$ cat src/rtl/mean_fifo_pkg.sv
// Shared types and default geometry for the zone-mean -> LED FIFO write path.
package mean_fifo_pkg;

    localparam int unsigned DEF_DW        = 8;
    localparam int unsigned DEF_ZONES     = 40;
    localparam int unsigned DEF_GROUP_LEN = 42;
    localparam int unsigned DEF_ROWS      = 24;

    // Counter width for a modulo-n count; never narrower than one bit.
    function automatic int unsigned cnt_w(input int unsigned n);
        return (n < 2) ? 1 : $clog2(n);
    endfunction

    localparam int unsigned DEF_GRP_W = cnt_w(DEF_GROUP_LEN);
    localparam int unsigned DEF_ROW_W = cnt_w(DEF_ROWS);

    typedef enum logic [1:0] {
        IDLE    = 2'd0,
        COLLECT = 2'd1,
        DROP    = 2'd2,
        DONE    = 2'd3
    } wr_state_t;

endpackage

$ cat src/rtl/mean_fifo_wr_ctrl_zone_grp_counter.sv
// Byte-in-group and zone-row counters with position flags for the write sequencer.
module zone_grp_counter
    import mean_fifo_pkg::*;
#(
    parameter int unsigned ZONES     = DEF_ZONES,
    parameter int unsigned GROUP_LEN = DEF_GROUP_LEN,
    parameter int unsigned ROWS      = DEF_ROWS
) (
    input  logic                      wr_clk,
    input  logic                      rst_n,
    input  logic                      i_clear,
    input  logic                      i_active,
    input  logic                      i_valid,
    input  logic                      i_row_adv,
    output logic [cnt_w(ROWS)-1:0]    o_row_idx,
    output logic                      o_in_zone,
    output logic                      o_zone_last,
    output logic                      o_row_last,
    output logic                      o_mid_row
);

    localparam int unsigned GW = cnt_w(GROUP_LEN);
    localparam int unsigned RW = cnt_w(ROWS);

    localparam logic [GW-1:0] GRP_LAST  = GW'(GROUP_LEN - 1);
    localparam logic [GW-1:0] ZONE_N    = GW'(ZONES);
    localparam logic [GW-1:0] ZONE_LAST = GW'(ZONES - 1);
    localparam logic [RW-1:0] ROW_LAST  = RW'(ROWS - 1);

    logic [GW-1:0] r_grp;
    logic [RW-1:0] r_row;
    logic [GW-1:0] w_grp_eff;
    logic [RW-1:0] w_row_eff;
    logic [GW-1:0] w_grp_nxt;
    logic [RW-1:0] w_row_nxt;

    // A clear presents position zero this cycle so a coincident byte lands at group slot 0.
    assign w_grp_eff = i_clear ? '0 : r_grp;
    assign w_row_eff = i_clear ? '0 : r_row;

    always_comb begin
        w_grp_nxt = '0;
        if (i_active && i_valid) begin
            w_grp_nxt = (w_grp_eff == GRP_LAST) ? '0 : w_grp_eff + 1'b1;
        end
        w_row_nxt = w_row_eff;
        if (i_row_adv) begin
            w_row_nxt = (w_row_eff == ROW_LAST) ? '0 : w_row_eff + 1'b1;
        end
    end

    always_ff @(posedge wr_clk or negedge rst_n) begin
        if (!rst_n) begin
            r_grp <= '0;
            r_row <= '0;
        end else begin
            r_grp <= w_grp_nxt;
            r_row <= w_row_nxt;
        end
    end

    assign o_row_idx   = r_row;
    assign o_in_zone   = (w_grp_eff < ZONE_N);
    assign o_zone_last = (w_grp_eff == ZONE_LAST);
    assign o_row_last  = (w_row_eff == ROW_LAST);
    assign o_mid_row   = (w_grp_eff != '0) && o_in_zone;

endmodule

$ cat src/rtl/mean_fifo_wr_ctrl.sv
// Write-side frame sequencer: frames zone-mean bytes into rows/frames and drives the LED FIFO.
module mean_fifo_wr_ctrl
    import mean_fifo_pkg::*;
#(
    parameter int unsigned DW        = DEF_DW,
    parameter int unsigned ZONES     = DEF_ZONES,
    parameter int unsigned GROUP_LEN = DEF_GROUP_LEN,
    parameter int unsigned ROWS      = DEF_ROWS
) (
    input  logic                   wr_clk,
    input  logic                   rst_n,
    input  logic                   frame_start,
    input  logic                   data_valid,
    input  logic [DW-1:0]          din,
    input  logic                   fifo_full,
    output logic                   fifo_wr_en,
    output logic [DW-1:0]          fifo_wr_data,
    output logic                   frame_done,
    output logic                   frame_tgl,
    output logic                   overflow_err,
    output logic                   line_err,
    output logic                   busy,
    output logic [cnt_w(ROWS)-1:0] row_idx
);

    wr_state_t r_state;
    wr_state_t w_state_nxt;

    logic          r_wr_en;
    logic [DW-1:0] r_wr_data;
    logic          r_done;
    logic          r_tgl;
    logic          r_ovf_err;
    logic          r_line_err;

    logic w_busy_st;
    logic w_collect;
    logic w_active;
    logic w_in_zone;
    logic w_zone_last;
    logic w_row_last;
    logic w_mid_row;
    logic w_wr_try;
    logic w_wr;
    logic w_ovf;
    logic w_row_adv;
    logic w_last;
    logic w_mid_drop;
    logic w_line_set;
    logic w_ovf_err_nxt;
    logic w_line_err_nxt;

    assign w_busy_st = (r_state == COLLECT) || (r_state == DROP);
    assign w_collect = frame_start || (r_state == COLLECT);
    assign w_active  = frame_start || w_busy_st;

    zone_grp_counter #(
        .ZONES     (ZONES),
        .GROUP_LEN (GROUP_LEN),
        .ROWS      (ROWS)
    ) u_cnt (
        .wr_clk      (wr_clk),
        .rst_n       (rst_n),
        .i_clear     (frame_start),
        .i_active    (w_active),
        .i_valid     (data_valid),
        .i_row_adv   (w_row_adv),
        .o_row_idx   (row_idx),
        .o_in_zone   (w_in_zone),
        .o_zone_last (w_zone_last),
        .o_row_last  (w_row_last),
        .o_mid_row   (w_mid_row)
    );

    assign w_wr_try   = w_collect && data_valid && w_in_zone;
    assign w_wr       = w_wr_try && !fifo_full;
    assign w_ovf      = w_wr_try && fifo_full;
    assign w_row_adv  = w_wr && w_zone_last;
    assign w_last     = w_row_adv && w_row_last;
    assign w_mid_drop = (r_state == COLLECT) && !frame_start && !data_valid && w_mid_row;
    assign w_line_set = (frame_start && w_busy_st) || w_mid_drop;

    // frame_start restarts collection, but an overflow or frame end on that same byte still applies.
    always_comb begin
        w_state_nxt = r_state;
        case (r_state)
            IDLE:    w_state_nxt = IDLE;
            COLLECT: w_state_nxt = COLLECT;
            DROP:    w_state_nxt = DROP;
            DONE:    w_state_nxt = IDLE;
            default: w_state_nxt = IDLE;
        endcase
        if (frame_start) begin
            w_state_nxt = COLLECT;
        end
        if (w_ovf) begin
            w_state_nxt = DROP;
        end else if (w_last) begin
            w_state_nxt = DONE;
        end

        w_ovf_err_nxt  = (frame_start ? 1'b0 : r_ovf_err) || w_ovf;
        w_line_err_nxt = (frame_start ? 1'b0 : r_line_err) || w_line_set;
    end

    always_ff @(posedge wr_clk or negedge rst_n) begin
        if (!rst_n) begin
            r_state    <= IDLE;
            r_wr_en    <= 1'b0;
            r_wr_data  <= '0;
            r_done     <= 1'b0;
            r_tgl      <= 1'b0;
            r_ovf_err  <= 1'b0;
            r_line_err <= 1'b0;
        end else begin
            r_state    <= w_state_nxt;
            r_wr_en    <= w_wr;
            if (w_wr) begin
                r_wr_data <= din;
            end
            r_done     <= w_last;
            r_tgl      <= r_tgl ^ w_last;
            r_ovf_err  <= w_ovf_err_nxt;
            r_line_err <= w_line_err_nxt;
        end
    end

    assign fifo_wr_en   = r_wr_en;
    assign fifo_wr_data = r_wr_data;
    assign frame_done   = r_done;
    assign frame_tgl    = r_tgl;
    assign overflow_err = r_ovf_err;
    assign line_err     = r_line_err;
    assign busy         = w_busy_st;

endmodule

$ cat config.mk
export PLATFORM = sky130hd
export DESIGN_NAME = mean_fifo_wr_ctrl
export DESIGN_NICKNAME = d
export VERILOG_FILES = /design/src/rtl/mean_fifo_pkg.sv /design/src/rtl/mean_fifo_wr_ctrl_zone_grp_counter.sv /design/src/rtl/mean_fifo_wr_ctrl.sv
export SDC_FILE = /design/constraint.sdc
export NUM_CORES = 1
export LEC_CHECK = 0
export BUFFER_PORTS_ARGS = -buffer_cell sky130_fd_sc_hd__buf_2
export CORE_AREA = 5 5 56 58
export CTS_BUF_LIST = sky130_fd_sc_hd__clkbuf_8
export CTS_CLUSTER_DIAMETER = 200
export CTS_CLUSTER_SIZE = 30
export DETAILED_ROUTE_END_ITERATION = 16
export DIE_AREA = 0 0 61 63
export GPL_TIMING_DRIVEN = 0
export PLACE_DENSITY = 0.85
export SLEW_MARGIN = 15
export SYNTH_ARGS = -nofsm -noshare
export SYNTH_HDL_FRONTEND = slang
export SYNTH_SLANG_ARGS = --single-unit
$ cat constraint.sdc
create_clock -name wr_clk -period 1.8 [get_ports wr_clk]
set_input_delay 0.27 -clock wr_clk [delete_from_list [all_inputs] [get_ports wr_clk]]
set_output_delay 0.27 -clock wr_clk [all_outputs]
set_load 0.1 [all_outputs]
# == Yosys cells after proc, flatten, opt, wreduce, memory -nomap -nowiden ==
# Cells that the tools add are included.
# classes
div,0
bitwise_logic,1
n_reduce_logical,24
addsub,2
muxes,12
n_shift,0
n_lt_le_gt_ge,1
n_eq_ne,6
mul,0
# op_table
op,count
$mux W6,3
$mux W5,3
$eq A6 B6 Y1 const B,2
$logic_and A1 B1 Y1,12
$add A6 B1 Y6 const B,1
$logic_or A1 B1 Y1,6
$lt A6 B6 Y1 const B,1
$mux W2,3
$pmux W2 S3,1
$reduce_bool A6 Y1,1
$add A5 B1 Y5 const B,1
$eq A5 B5 Y1 const B,1
$eq A2 B2 Y1 const B,2
$logic_not A1 Y1,3
$eq A2 B1 Y1 const B,1
$logic_not A2 Y1,1
$mux W1,2
$reduce_or A2 Y1,1
$xor A1 B1 Y1,1
# word_totals
regBits,26
memories,0
romBits,0
ramBits,0
output_inout_bits,19
latchBits,0
wordCells,55

# == Logic depth before layout (Yosys ltp) ==
# Gate-level depths: netlist of run 1.
# logic_depth
word_depth,9
depth_mapped,9
mapped_depth_nobuf,7

# == Modules after synthesis ==
# Synthesis of run 1 repeated with hierarchy kept, for this count alone.
# hier_totals
cells_unflattened,111
hier_area_um2,1325.0
# modules_own_cells
module,cells_per_inst,n_inst,area_per_inst_um2,seq_area_each_um2
mean_fifo_wr_ctrl,46,1,689.4,375.4
zone_grp_counter,65,1,635.6,275.3

# == Worst setup path before layout of run 1 ==
# No wires, ideal clock.
# synth_timing
path_kind,reg-to-reg
start,register u_cnt.r_row[0] (netlist: u_cnt.o_row_idx[0])
end,register r_tgl (netlist: frame_tgl)
arrival_time_ns,1.891
path_stages_with_launch,6
synth_period_minus_slack_ns,2.052
required_ns,1.639
path_slack_ns,-0.252
setup_ns,0.161
path_cell_list,dfrtp_1 > nor2b_1 > ha_1 > and4_1 > and4b_1 > xor2_1
# synth_via
elab_chain_cells,4
# synth_lines
item,line_no,rtl
from (decl),mean_fifo_wr_ctrl_zone_grp_counter.sv:31,logic [RW-1:0] r_row;
from (signal assigned),mean_fifo_wr_ctrl_zone_grp_counter.sv:58,r_row <= w_row_nxt;
$mux W5,mean_fifo_wr_ctrl_zone_grp_counter.sv:39,assign w_row_eff = i_clear ? '0 : r_row;
$eq A5 B5 Y1,mean_fifo_wr_ctrl_zone_grp_counter.sv:65,assign o_row_last = (w_row_eff == ROW_LAST);
$logic_and A1 B1 Y1,mean_fifo_wr_ctrl.sv:79,assign w_last = w_row_adv && w_row_last;
named net w_last,mean_fifo_wr_ctrl.sv:47,logic w_last;
$xor A1 B1 Y1,mean_fifo_wr_ctrl.sv:122,r_tgl <= r_tgl ^ w_last;
to (signal assigned),mean_fifo_wr_ctrl.sv:122,
to (decl),mean_fifo_wr_ctrl.sv:32,logic r_tgl;
# The timed path passes the listed nets, and every way through them passes these cells.
# A chain may end at the register's enable or synchronous reset.

# == Worst setup path after layout of run 1 ==
# layout_timing
start,register u_cnt.r_grp[4]
end,register r_wr_data[4] (netlist: fifo_wr_data[4])
# layout_via
elab_chain_cells,4
# layout_lines
item,line_no,rtl
from (decl),mean_fifo_wr_ctrl_zone_grp_counter.sv:30,logic [GW-1:0] r_grp;
from (signal assigned),mean_fifo_wr_ctrl_zone_grp_counter.sv:57,r_grp <= w_grp_nxt;
$mux W6,mean_fifo_wr_ctrl_zone_grp_counter.sv:38,assign w_grp_eff = i_clear ? '0 : r_grp;
$lt A6 B6 Y1,mean_fifo_wr_ctrl_zone_grp_counter.sv:63,assign o_in_zone = (w_grp_eff < ZONE_N);
$logic_and A1 B1 Y1,mean_fifo_wr_ctrl.sv:75,assign w_wr_try = w_collect && data_valid && w_in_zone;
$logic_and A1 B1 Y1,mean_fifo_wr_ctrl.sv:76,assign w_wr = w_wr_try && !fifo_full;
named net w_wr,mean_fifo_wr_ctrl.sv:44,logic w_wr;
to (signal assigned),mean_fifo_wr_ctrl.sv:119,r_wr_data <= din;
to (decl),mean_fifo_wr_ctrl.sv:30,logic [DW-1:0] r_wr_data;
# The timed path passes the listed nets, and every way through them passes these cells.

==> impl_metrics.toml, run 1 <==
[clock_network]
cts_htree_levels = 1
cts_tree = "yes"
clockBufferDepth = 2
cts_made_buffers = 3
clk_pin_slew_ns = 0.09
cts_root_buffer = "clkbuf_8"
clk_latency_ns = 0.26
clock_sinks = 26

[detailed_routing]
drt-total-wl_mm = 2.717
drtIter0Drc = 33
vias_per_cell = 5.195
ant_nets = 0
drc_errors = 0
dr.pass1.iters = 4
routedWlPerCell_microns = 14.69
vias = 961

[critical_path]
endpoint_kind = "flip-flop"
arrival_ns = 1.89
crit_type = "flip-flop to flip-flop"
max_stage_delay_ns = 0.43
cp-start-kind = "flip-flop"
cp.depth = 4
path_max_fanout = 5
r2r_cells = 4
rrSetupSlack_ns = 0.06
critPathTopFamily = "flip-flops"
path_cells = "or2_4 > a211oi_4 > buf_6 > mux2_2"
critPathBufInv = 1
crit_slowest_cell = "dfrtp_1"
cp-endpoint = "fifo_wr_data[4]"
cp.required_ns = 1.95
reg2reg_from = "u_cnt.r_grp[4]"
r2r-end = "fifo_wr_data[4]"
critPathLaunch = "u_cnt.r_grp[4]"

[final_layout]
drive_above_1_share_pct = 42.86
fin_nets = 175
fillers = 206
seq_area_sq_um = 654.4
fin_util_pct = 63.44
multi_input_area_sq_um = 653.1
area.growth.synth_to_final_pct = 25.69
diodes = 0

[sta]
period_share_pct = 96.60
clock_skew_ns = 0.002878
timing.final.crit_period_ns = 1.739
finalSetupViolations = 0
slew_headroom_pct = 61.03
rsz0062_at_grt = "no"
hold_ws_ns = -0.004693
slew_violations = 0
setup-tns-final_ns = 0
worst_slew_pin_slew_ns = 0.5845
fmaxAchievable_mhz = 575.1
final-hold-violation-count = 2

[run_status]
outcome = "complete, but fails checks"
violations = "hold timing"

[global_route]
grt_usage_pct = 15.95
first_global_vias = 1031
grt_first_pass_wirelength_mm = 4.705
grt_max_degree = 27
grt_overflow = 0
antenna_found_initial = 0

[worst_hold_path]
hp-class = "primary input to async pin"

[power_and_ir_drop]
power_w = 0.001669
static-leakage-power_nw = 0.8142
ir_worst_vdd_mv = 0.8084
powerDensity_nw_per_um2 = 1006

[flow_run]
drv_cap = 0

[place]
gp_congestion = 0.7470
portBuffers = 31
dp_hpwl_mm = 2.015

[die]
die_x_microns = 61
rows = 19
die_y_microns = 63
die_area_sq_um = 3843
initial_core_util_pct = 50.48
io_pins = 32
core_area_sq_um = 2615

[synthesis]
netlist_area_sq_um = 1320
synth_seq_cells = 26
syn-num-nets = 136
avgSynthCellArea_sq_um = 11.38
synth-seq-area-share_pct = 49.29
synth_cell_types = 39
syn_inst = 116
ys_warn_count = 0
## layer usage
metal	up-vias	GRT usage, %	part of all wire [%]
met5	-	0	0
li1	476	-	-
met3	2	2.893	3.0
met1	468	18.74	40
met4	0	4.336	0.70
met2	15	28.61	56
## worst reg2reg max path, stage by stage (launching register included)
cell      delay (ns)
dfrtp_1         0.43
or2_4           0.31
a211oi_4        0.37
buf_6           0.18
mux2_2          0.34
## stage by stage
stage | area, sq um | setup slack (ns) | std cells
after global routing | 1659 | 0.01058 | 185
after global placement | 1559 | -0.2075 | 178
after CTS | 1617 | 0.02127 | 182
after detailed placement | 1559 | -0.2555 | 178
after floorplan | 1365 | -0.0002639 | 116
final | 1659 | 0.06118 | 185
## report_power, final
part           switching (W)  internal (W)
clock network       0.000172      0.000195
logic               0.000502      0.000131
registers          0.0000298      0.000639
## registers in the layout, summed over array words and instances, names as in the netlist
signal and flops:
frame_tgl 1, fifo_wr_data 8, r_state 2, u_cnt.r_grp 6, overflow_err 1, u_cnt.o_row_idx 5
frame_done 1, line_err 1, fifo_wr_en 1
## final cells by class
cell class / instances / area share, %
Sequential cell: 26 / 39.44
Multi-Input combinational cell: 77 / 39.37
Timing Repair Buffer: 34 / 11.31
Clock buffer: 4 / 3.318
Tap cell: 31 / 2.338
Inverter: 10 / 2.262
Buffer: 3 / 1.961
## kinds of logic after synthesis
kind of cell / after synthesis / share of synthesized area [%]
buf+inv: 13 / 4.360
simple gates: 35 / 16.11
compound gates: 19 / 11.19
fa+ha+maj: 7 / 6.635
flops: 26 / 49.29
xor+xnor: 6 / 3.982
mux: 10 / 8.436
## worst min path at each step
stage,to,start,slack (ns),cells after the start
after detailed placement,fifo_wr_data[1],rst_n,0.30,1
after floorplan,fifo_wr_data[0],rst_n,-0.03,0
after global placement,fifo_wr_data[7],rst_n,0.29,1
after CTS,u_cnt.r_grp[4],rst_n,0.005,1
final,fifo_wr_data[1],rst_n,-0.005,1
after global routing,u_cnt.r_grp[4],rst_n,0.04,1
## what timing repair did
item	in CTS	in global routing
buffers inserted	0	2
gates resized for setup	1	6
hold buffers	0	0
pin swaps	1	2
cloned	0	1
endpoints found under the setup margin	7	11
## cells in the mapped netlist
| cell | n | share of area (%) |
|---|---|---|
| nand3_1 | 3 | 1.1 |
| xor2_1 | 3 | 2.0 |
| and4_1 | 1 | 0.66 |
| a22oi_1 | 1 | 0.57 |
| a41o_2 | 1 | 0.85 |
| or3_1 | 2 | 0.95 |
| nor3_4 | 1 | 1.2 |
| inv_1 | 10 | 2.8 |
| o22ai_1 | 1 | 0.47 |
| a211o_1 | 1 | 0.66 |
| a21boi_0 | 1 | 0.57 |
| dfrtp_1 | 26 | 49 |
| and3_1 | 2 | 0.95 |
| nand2_1 | 5 | 1.4 |
| and4b_2 | 1 | 0.85 |
| a211oi_4 | 1 | 1.5 |
| mux2_1 | 1 | 0.85 |
| nor3_1 | 2 | 0.76 |
| clkbuf_1 | 1 | 0.28 |
| buf_2 | 1 | 0.38 |
| nor2b_1 | 5 | 2.4 |
| nand4_1 | 1 | 0.47 |
| mux2i_1 | 1 | 0.76 |
| o211a_1 | 1 | 0.76 |
| and4b_1 | 1 | 0.76 |
| nor2_1 | 5 | 1.4 |
| o21a_1 | 1 | 0.57 |
| nand2b_1 | 4 | 1.9 |
| buf_6 | 1 | 0.85 |
| ha_1 | 7 | 6.6 |
| a21oi_1 | 4 | 1.5 |
| mux2_2 | 8 | 6.8 |
| o21ai_0 | 3 | 1.1 |
| nand3b_1 | 1 | 0.57 |
| xnor2_1 | 3 | 2.0 |
| a211oi_1 | 1 | 0.57 |
| or2_4 | 1 | 0.66 |
| o21ai_2 | 1 | 0.66 |
| a311oi_1 | 2 | 1.3 |
## placed cells by master, fill, tap and decap left out, types with 4 or more instances in the layout
master    instances
nor2_1            5
mux2_2            8
nor2b_1           5
a21oi_1           4
buf_2            30
dfrtp_1          23
inv_1             8
ha_1              5
clkbuf_8          5
(Power assumes the default switching activity.)
==> run 2: changes to the inputs <==
- CORE_AREA: 5 5 56 58 -> 5 5 58 60
- DIE_AREA: 0 0 61 63 -> 0 0 63 65
- PLACE_DENSITY: 0.85 -> 0.83
- clock period: 1.8 -> 1.5 ns (I/O delays scaled with it)
==> impl_metrics.toml, run 2 (synthesis results as in run 1) <==
[sta]
rsz0062_at_grt = "yes"
fin_ws_ns = -0.08885
timing.final.crit_period_ns = 1.589
fmaxAchievable_mhz = 629.4
worst_slew_pin_slew_ns = 0.5799
final-hold-violation-count = 0
period_share_pct = 105.9
finalSetupViolations = 16
slew_headroom_pct = 61.34
hold_ws_ns = 0.1763
slew_violations = 0
clock_skew_ns = 0.01152

[final_layout]
finalNonFillerCells = 207
fillers = 198
drive_above_1_share_pct = 58.05
design_area_sq_um = 1982
diodes = 0
final_cell_mix = "buf_2 (29), buf_4 (20), dfrtp_1 (20)"
area.growth.synth_to_final_pct = 50.14
fin_nets = 195
largest_reg_flops = 8
final_common_cell = "buf_2"

[critical_path]
max_stage_delay_ns = 0.40
arrival_ns = 1.76
endpoint_kind = "flip-flop"
path_cells = "inv_2 > ha_4 > o21ai_4 > a211oi_4 > buf_6 > nand2_4 > mux2_4"
critPathBufInv = 2
cp-start-kind = "flip-flop"
crit_type = "flip-flop to flip-flop"
path_max_fanout = 4
cp.required_ns = 1.67
crit_slowest_cell = "dfrtp_1"
r2r_cells = 7
cp.depth = 7
critPathTopFamily = "flip-flops"

[die]
die_y_microns = 65
rows = 20
core_area_sq_um = 2878
io_pins = 32
die_x_microns = 63
die_area_sq_um = 4095
initial_core_util_pct = 45.87

[clock_network]
cts_htree_levels = 1
cts_tree = "yes"
cts_root_buffer = "clkbuf_8"
cts_made_buffers = 3
clock_sinks = 26
clockBufferDepth = 2
clk_latency_ns = 0.28
clk_pin_slew_ns = 0.10

[run_status]
violations = "setup timing"
outcome = "complete, but fails checks"

[place]
placedCellCount = 180
dp_slack_ns = -0.4976
gp_congestion = 0.8517
dp_hpwl_mm = 1.970
placed_area_sq_um = 1615
portBuffers = 31

[detailed_routing]
routedWlPerCell_microns = 14.86
ant_nets = 0
drc_errors = 0
drt-total-wl_mm = 3.075
vias = 1092
dr.pass1.iters = 4
vias_per_cell = 5.275
drtIter0Drc = 33

[power_and_ir_drop]
powerDensity_nw_per_um2 = 1081
power_w = 0.002143
static-leakage-power_nw = 0.9690
ir_worst_vdd_mv = 1.167

[global_route]
grt_overflow = 0
first_global_vias = 1136
grt_max_degree = 27
grt_usage_pct = 16.00
grt_first_pass_wirelength_mm = 5.154
antenna_found_initial = 0

[worst_hold_path]
min_path_cells = 2
hp-class = "primary input to flip-flop"

[flow_run]
drv_cap = 0
==> run 2: cell count changes in the layout (fill, tap and decap cells not counted), moves of 3 or more <==
cell and delta:
buf_4 +17, dfrtp_1 -3, ha_1 -4, ha_4 +3, mux2_2 -6, mux2_4 +6
==> run 2: final timing paths <==
kind | startpoint | end | slack, ns
max | r_state[1] | u_cnt.o_row_idx[1] | -0.09
min | din[1] | fifo_wr_data[1] | 0.18
max reg2reg | r_state[1] | u_cnt.o_row_idx[1] | -0.09
min reg2reg | frame_tgl | frame_tgl | 0.47
max in group asynchronous | rst_n | u_cnt.o_row_idx[0] | 0.58
min in group asynchronous | rst_n | fifo_wr_data[1] | 0.48
==> run 2: cell type report <==
type / instances / area (sq um) / area share, %
multi-input cells: 77 / 768.2 / 38.76
flip-flops and latches: 26 / 663.1 / 33.46
repair buffers: 54 / 354.1 / 17.87
plain buffers: 3 / 56.30 / 2.841
clock buffers: 4 / 55.05 / 2.778
inverters: 10 / 43.79 / 2.210
well taps: 33 / 41.29 / 2.083
==> run 2: worst register-to-register path, cell delays in order (launching register included) <==
cell,delay (ns)
dfrtp_1,0.40
inv_2,0.08
ha_4,0.14
o21ai_4,0.06
a211oi_4,0.29
buf_6,0.17
nand2_4,0.05
mux2_4,0.29
==> run 2: repair_timing <==
item                                    4_1_cts  5_1_grt
hold endpoints to repair                     26        0
resized for setup                            23        8
pin swaps                                     7       12
gates cloned                                  1        0
hold buffers                                  1        0
endpoints found under the setup margin       22       22
buffers inserted                             18        4
==> run 2: power by group <==
| part | total, W | internal, W | leakage (nW) | switching (W) |
|---|---|---|---|---|
| sequential | 0.000805 | 0.000766 | 0.324 | 0.0000382 |
| combinational | 0.000878 | 0.000244 | 0.616 | 0.000635 |
| clock | 0.000460 | 0.000235 | 0.0288 | 0.000225 |
==> run 2: metrics by stage <==
step	util [%]	setup TNS, ns
after floorplan	-	-1.416
after global placement	56.13	-5.702
after detailed placement	56.13	-6.368
after CTS	66.39	-0.5704
after global routing	68.87	-2.312
final	68.87	-1.015
==> run 2: per-layer routing <==
layer | up-vias | track usage [%] | routed length, microns
met4 | 0 | 6.366 | 54
li1 | 519 | - | -
met2 | 28 | 27.69 | 1576
met3 | 5 | 2.600 | 158
met5 | - | 0 | 0
met1 | 540 | 19.76 | 1285
